===== config.mk =====
export PLATFORM = sky130hd
export DESIGN_NAME = mem_sequencer
export DESIGN_NICKNAME = d
export VERILOG_FILES = /design/src/rtl/mem_seq_pkg.sv /design/src/rtl/key_debounce.sv /design/src/rtl/mem_sequencer.sv
export SDC_FILE = /design/constraint.sdc
export NUM_CORES = 1
export LEC_CHECK = 0
export BUFFER_PORTS_ARGS = -buffer_cell sky130_fd_sc_hd__buf_2
export CORE_ASPECT_RATIO = 2
export CORE_MARGIN = 4
export CORE_UTILIZATION = 64
export CTS_CLUSTER_SIZE = 14
export DETAILED_ROUTE_END_ITERATION = 12
export PLACE_DENSITY = 0.94
export SYNTH_ARGS = -nofsm -noshare
export SYNTH_HDL_FRONTEND = slang
export SYNTH_SLANG_ARGS = --single-unit

===== constraint.sdc =====
create_clock -name CLOCK_50 -period 4.9 [get_ports CLOCK_50]
set_clock_uncertainty 0.15 [all_clocks]
set_input_delay 0 -clock CLOCK_50 [delete_from_list [all_inputs] [get_ports CLOCK_50]]
set_output_delay 0 -clock CLOCK_50 [all_outputs]
set_load 0.005 [all_outputs]

===== src/rtl/mem_seq_pkg.sv =====
// Shared types and constants for the key-driven memory slot sequencer.
package mem_seq_pkg;

    localparam int SLOTS            = 4;
    localparam int DATA_W           = 3;
    localparam int SEL_W            = $clog2(SLOTS);
    localparam int DEBOUNCE_DEFAULT = 500000;
    localparam int SCAN_DEFAULT     = 50000000;

    typedef enum logic [1:0] {
        IDLE  = 2'd0,
        WRITE = 2'd1,
        SCAN  = 2'd2
    } state_t;

    typedef logic [SEL_W-1:0]  sel_t;
    typedef logic [DATA_W-1:0] data_t;
    typedef logic [SLOTS-1:0]  keys_t;

    function automatic keys_t onehot(sel_t s);
        return keys_t'(1) << s;
    endfunction

    function automatic logic single_low(keys_t k);
        return $countones(~k) == 1;
    endfunction

    // Key n addresses slot SLOTS-1-n.
    function automatic sel_t key_slot(keys_t k);
        sel_t s;
        s = '0;
        for (int i = 0; i < SLOTS; i++) begin
            if (!k[i]) s = sel_t'(SLOTS - 1 - i);
        end
        return s;
    endfunction

endpackage


===== src/rtl/key_debounce.sv =====
// Two-flop synchronizer followed by a stable-level debouncer for one key.
module key_debounce
    import mem_seq_pkg::*;
#(
    parameter int CYCLES = DEBOUNCE_DEFAULT
) (
    input  logic clk,
    input  logic rst_n,
    input  logic key,
    output logic synced,
    output logic level
);

    localparam int CW = (CYCLES > 1) ? $clog2(CYCLES) : 1;

    logic          meta;
    logic [CW-1:0] cnt;

    always_ff @(posedge clk or negedge rst_n) begin
        if (!rst_n) begin
            meta   <= 1'b1;
            synced <= 1'b1;
            level  <= 1'b1;
            cnt    <= '0;
        end else begin
            meta   <= key;
            synced <= meta;
            if (synced != level) begin
                if (cnt == CW'(CYCLES - 1)) begin
                    level <= synced;
                    cnt   <= '0;
                end else begin
                    cnt <= cnt + CW'(1);
                end
            end else begin
                cnt <= '0;
            end
        end
    end

endmodule


===== src/rtl/mem_sequencer.sv =====
// Selects and writes slots of a 4x3 memory from debounced push buttons,
// with an optional auto-scan mode that steps through the slots.
module mem_sequencer
    import mem_seq_pkg::*;
#(
    parameter int DEBOUNCE_CYCLES = DEBOUNCE_DEFAULT,
    parameter int SCAN_CYCLES     = SCAN_DEFAULT
) (
    input  logic        CLOCK_50,
    input  logic        RESET_N,
    input  logic [3:0]  KEY,
    input  logic [2:0]  SW_DATA,
    input  logic        SW_WE,
    input  logic        SW_SCAN,
    output logic [1:0]  MEM_SEL,
    output logic [2:0]  MEM_DIN,
    output logic        MEM_WE,
    output logic [3:0]  LEDR
);

    localparam int CW = (SCAN_CYCLES > 1) ? $clog2(SCAN_CYCLES) : 1;

    keys_t         synced;
    keys_t         deb;
    keys_t         prev;
    logic [1:0]    settle;
    logic          armed;
    logic [CW-1:0] cnt;
    state_t        state;
    logic          key_evt;
    sel_t          slot;
    sel_t          sel_inc;

    for (genvar g = 0; g < SLOTS; g++) begin : g_key
        key_debounce #(
            .CYCLES(DEBOUNCE_CYCLES)
        ) u_db (
            .clk    (CLOCK_50),
            .rst_n  (RESET_N),
            .key    (KEY[g]),
            .synced (synced[g]),
            .level  (deb[g])
        );
    end

    // Keys held through reset must be seen released before any event.
    assign key_evt = armed && (prev == '1) && single_low(deb);
    assign slot    = key_slot(deb);
    assign sel_inc = MEM_SEL + sel_t'(1);

    always_ff @(posedge CLOCK_50 or negedge RESET_N) begin
        if (!RESET_N) begin
            state   <= IDLE;
            MEM_SEL <= '0;
            MEM_DIN <= '0;
            MEM_WE  <= 1'b0;
            LEDR    <= 4'b0001;
            cnt     <= '0;
            prev    <= '1;
            settle  <= '0;
            armed   <= 1'b0;
        end else begin
            prev   <= deb;
            MEM_WE <= 1'b0;
            if (settle != 2'd3) begin
                settle <= settle + 2'd1;
            end else if (&synced && &deb) begin
                armed <= 1'b1;
            end
            case (state)
                IDLE: begin
                    if (key_evt) begin
                        MEM_SEL <= slot;
                        LEDR    <= onehot(slot);
                        if (SW_WE) begin
                            MEM_DIN <= SW_DATA;
                            MEM_WE  <= 1'b1;
                            state   <= WRITE;
                        end
                    end else if (SW_SCAN) begin
                        cnt   <= '0;
                        state <= SCAN;
                    end
                end
                WRITE: begin
                    cnt   <= '0;
                    state <= SW_SCAN ? SCAN : IDLE;
                end
                SCAN: begin
                    if (key_evt) begin
                        MEM_SEL <= slot;
                        LEDR    <= onehot(slot);
                        cnt     <= '0;
                        if (SW_WE) begin
                            MEM_DIN <= SW_DATA;
                            MEM_WE  <= 1'b1;
                            state   <= WRITE;
                        end
                    end else if (!SW_SCAN) begin
                        state <= IDLE;
                    end else if (cnt == CW'(SCAN_CYCLES - 1)) begin
                        MEM_SEL <= sel_inc;
                        LEDR    <= onehot(sel_inc);
                        cnt     <= '0;
                    end else begin
                        cnt <= cnt + CW'(1);
                    end
                end
                default: state <= IDLE;
            endcase
        end
    end

endmodule


==> impl_results.md <==
* Hold path endpoint: g_key[2].u_db.meta$_DFF_PN1_
* Worst reg2reg path endpoint: cnt[20]$_DFFE_PN0P_
* Crit. End Element: flop
* Detailed-route wire length per cell at 17.49 µm
* Top FF cell, synth: dfrtp_1
* Final weighted congestion in routability-driven placement at approximately 0.91
* Post-Route Utilization at 0.7467
* 1st-iter DRT viols at 409
* Chip height at 151.6 µm
* Final Setup Violations at 0
* Cells after DPL at between 700 and 800
* Part of the power in combinational logic at 0.034
* Worst R2R Start: g_key[1].u_db.level$_DFFE_PN1P_
* Async set-reset flop share out of synthesis at 1.000
* Cells after Synth at ~660
* CP Buf/Inv Count at 1
* Post-DRT Antenna Nets at 0
* Clock Sinks at roughly 130
* Switching part of the total power at 0.2225
* Sequential Power Share at 0.441
* Critical Path Slowest Stage Cell: dfstp_2
* Initial core utilization at 0.6542
* Row count at 52
* Unrepaired setup endpoints after global routing: false
* Cts hold-fix bufs at 10
* Area grow syn2layout at 14.13%
* Hold Path Class: in -> reg
* TritonCTS buffer count at 17
* Top delay family on crit path: simple AND/OR/NAND/NOR gates
* Die width at 79.80 µm
* Synth warnings at 0
* CP Launch Type: flop
* Distinct cells, synth at 55
* Status: completed
* Slew headroom at 0.3258
* Slew Limit Fails at 0
* Clk_lat worst skew at 420 ps
* Switching pwr at 573.4 µW
* Final nets at 720
* Synth Register Bits at 133
* Setup Fix Bufs, Post-CTS at 0
* Die area at 0.01210 mm²
* Number of gates resized after CTS at 0
* TNS Setup at 0 ps
* Core area at approximately 0.010 mm²
* TritonCTS clock tree: yes
* Peak supply drop at 0.2927 mV
* Ant diodes at 0
* Setup CP Type: reg -> reg
* R2R Setup Slk at 1440 ps
* Internal power at about 2.0 mW
* Hold Crit Start: KEY[2]
* Leakage at approximately 3.1 nW
* CP max FO at 24
* Via count at 5174
* Critical path, cell by cell: fa_1 > inv_1 > ha_1 > ha_1 > nand4bb_4 > o221a_1 > or2_4 > or4_1 > a21oi_1
* Least-Margin Pin Slew at 1011 ps
* Post-DP HPWL at 9558 µm
* First-pass DRT Iterations at 6
* Post-synth EDFFs at 0
* Number of buffers added on ports at 20
* FMAX at just under 0.3 GHz
* Reg2reg path depth at 9
* Vias in the first global route at 5410
* Final min period at roughly 3500 ps
* Max Cap Violations at 0
* Critical Path AT at 3650 ps
* CP dominant cell by count: ha_1
* Hold Fails Final Rpt at 0
* H-tree depth at 4
* Via/cell ratio at ~6
* Synth Net Count at 686
* Layout cells sized above 1 at 0.1416
* Boundary Pins at 21
* Initial antenna violation count at 0
* Hold Path Depth at 2
* Root buffer cell: clkbuf_16
* Routed WL at 14710 µm
* Longest Clk Path Bufs at 2
* Final std cells w/o fill at 841
* Clock-pin slew on the worst setup and hold paths at 60 ps
* Slowest Stage Delay on Critical Path at 620 ps
* Sequential element share of the synthesized area at 0.5077
* Synthesized area at about 0.0066 mm²
* DRC at 0
* Largest net degree at the start of global routing at 85
* GR Util All Layers at 0.2634
* Period utilization at 0.7060
* Mean post-synth cell area at about 10 µm²
* Clock share of power at 0.524
* Remaining global-route overflow at 0
* Total power divided by cell area at 342.3 mW/mm²
* Worst Path Required at 5090 ps
* First-pass GRT wire length at 25090 µm
[sequential cells by signal, indices dropped and copies added (netlist names), 2 cells and up]
name / count
LEDR: 4
MEM_SEL: 2
prev: 4
g_key.u_db.cnt: 76
state: 2
g_key.u_db.level: 4
settle: 2
MEM_DIN: 3
g_key.u_db.meta: 4
cnt: 26
g_key.u_db.synced: 4
[power groups by stage]
| stage | combinational [mW] | clock (mW) | sequential, mW |
|---|---|---|---|
| 3_5_place_dp | 0.0820 | 0 | 1.16 |
| 2_1_floorplan | 0.0471 | 0 | 1.15 |
| 5_1_grt | 0.101 | 1.41 | 1.14 |
| 6_report | 0.0881 | 1.35 | 1.14 |
| 4_1_cts | 0.0888 | 1.36 | 1.14 |
| 3_3_place_gp | 0.0780 | 0 | 1.15 |
[cell families (layout without fill, tap and decap cells)]
logic type,Yosys count,after routing,synth area share
buffers and inverters,38,85,0.02503
XOR/XNOR,80,80,0.1062
AO/OA/AOI/OAI,48,48,0.04684
adder cells (fa/ha/maj),16,16,0.03148
multiplexers,15,15,0.02503
AND/OR/NAND/NOR,329,329,0.2577
flip-flops,133,133,0.5077
[worst max path at each step]
stage / startpoint / end / slack [ps] / cells after the start
after floorplan: g_key[3].u_db.level$_DFFE_PN1P_ / cnt[7]$_DFFE_PN0P_ / 1750 / 12
after global placement: g_key[3].u_db.level$_DFFE_PN1P_ / cnt[18]$_DFFE_PN0P_ / 1610 / 9
after detailed placement: g_key[1].u_db.level$_DFFE_PN1P_ / cnt[20]$_DFFE_PN0P_ / 1480 / 9
after CTS: g_key[1].u_db.level$_DFFE_PN1P_ / cnt[20]$_DFFE_PN0P_ / 1460 / 9
after global routing: g_key[1].u_db.level$_DFFE_PN1P_ / cnt[20]$_DFFE_PN0P_ / 1280 / 9
final: g_key[1].u_db.level$_DFFE_PN1P_ / cnt[20]$_DFFE_PN0P_ / 1440 / 9
[per-stage QoR]
step / hold WS, ps / power [mW] / setup WS [ps] / instance area (µm²)
after global routing: 82.38 / 2.653 / 1277 / 7530
final: 68.02 / 2.578 / 1440 / 7530
after global placement: -43.18 / 1.232 / 1612 / 6798
after CTS: 50.72 / 2.585 / 1461 / 7530
after floorplan: -445.6 / 1.199 / 1754 / 6598
after detailed placement: -43.84 / 1.238 / 1482 / 6798
[metal layers]
metal	GRT usage	part of all wire	wire length, µm
met5	0	0	0
met4	0.1117	0.028	414
met3	0.05325	0.040	595
met2	0.4866	0.56	8287
met1	0.2871	0.37	5415
[worst reg2reg max path, cell delays in order, from the launching register on]
cell,delay (ps)
dfstp_2,620
fa_1,450
inv_1,70
ha_1,140
ha_1,250
nand4bb_4,230
o221a_1,370
or2_4,410
or4_1,530
a21oi_1,170
[cell usage after synthesis, types with 7 or more instances]
cell / n / area (µm²)
nor2_1: 116 / 435.4
inv_1: 21 / 78.83
nor3_1: 13 / 65.06
o31ai_1: 7 / 52.55
dfstp_2: 17 / 446.7
a21oi_1: 13 / 65.06
or4_1: 8 / 60.06
mux2_2: 12 / 135.1
o21ai_0: 12 / 60.06
and3_1: 8 / 50.05
nand3_1: 43 / 215.2
clkbuf_1: 7 / 26.28
xnor2_1: 40 / 350.3
nand4_1: 27 / 168.9
nor4_1: 14 / 87.58
ha_1: 15 / 187.7
dfrtp_1: 116 / 2903
nand2_1: 49 / 183.9
xor2_1: 40 / 350.3
[cell usage in the layout (no fill, tap or decap), types with 4 or more instances in the layout]
| master | n |
|---|---|
| and2_1 | 5 |
| bufinv_16 | 4 |
| clkbuf_16 | 17 |
| dlygate4sd3_1 | 10 |
| or2_2 | 6 |
| nor2_1 | 116 |
| a21oi_1 | 13 |
| nand4_1 | 27 |
| and4_1 | 6 |
| nand4b_1 | 5 |
| clkinv_4 | 6 |
| dfstp_2 | 17 |
| xnor2_1 | 40 |
| ha_1 | 15 |
| or3_1 | 5 |
| buf_2 | 19 |
| mux2_2 | 12 |
| inv_1 | 21 |
| nor3_1 | 13 |
| xor2_1 | 40 |
| or4_1 | 8 |
| nor4_1 | 14 |
| o21ai_0 | 12 |
| nand2_1 | 49 |
| o31ai_1 | 7 |
| nand3_1 | 43 |
| and3_1 | 8 |
| dfrtp_1 | 116 |
[final cells by class]
type | count | area [µm²]
sequential | 133 | 3349
inverter | 21 | 78.83
fill | 599 | 2555
clock inverter | 15 | 206.4
tap | 135 | 168.9
timing repair buffer | 32 | 217.7
multi-input combinational | 488 | 3083
clock buffer | 17 | 425.4
(Power assumes the default switching activity.)
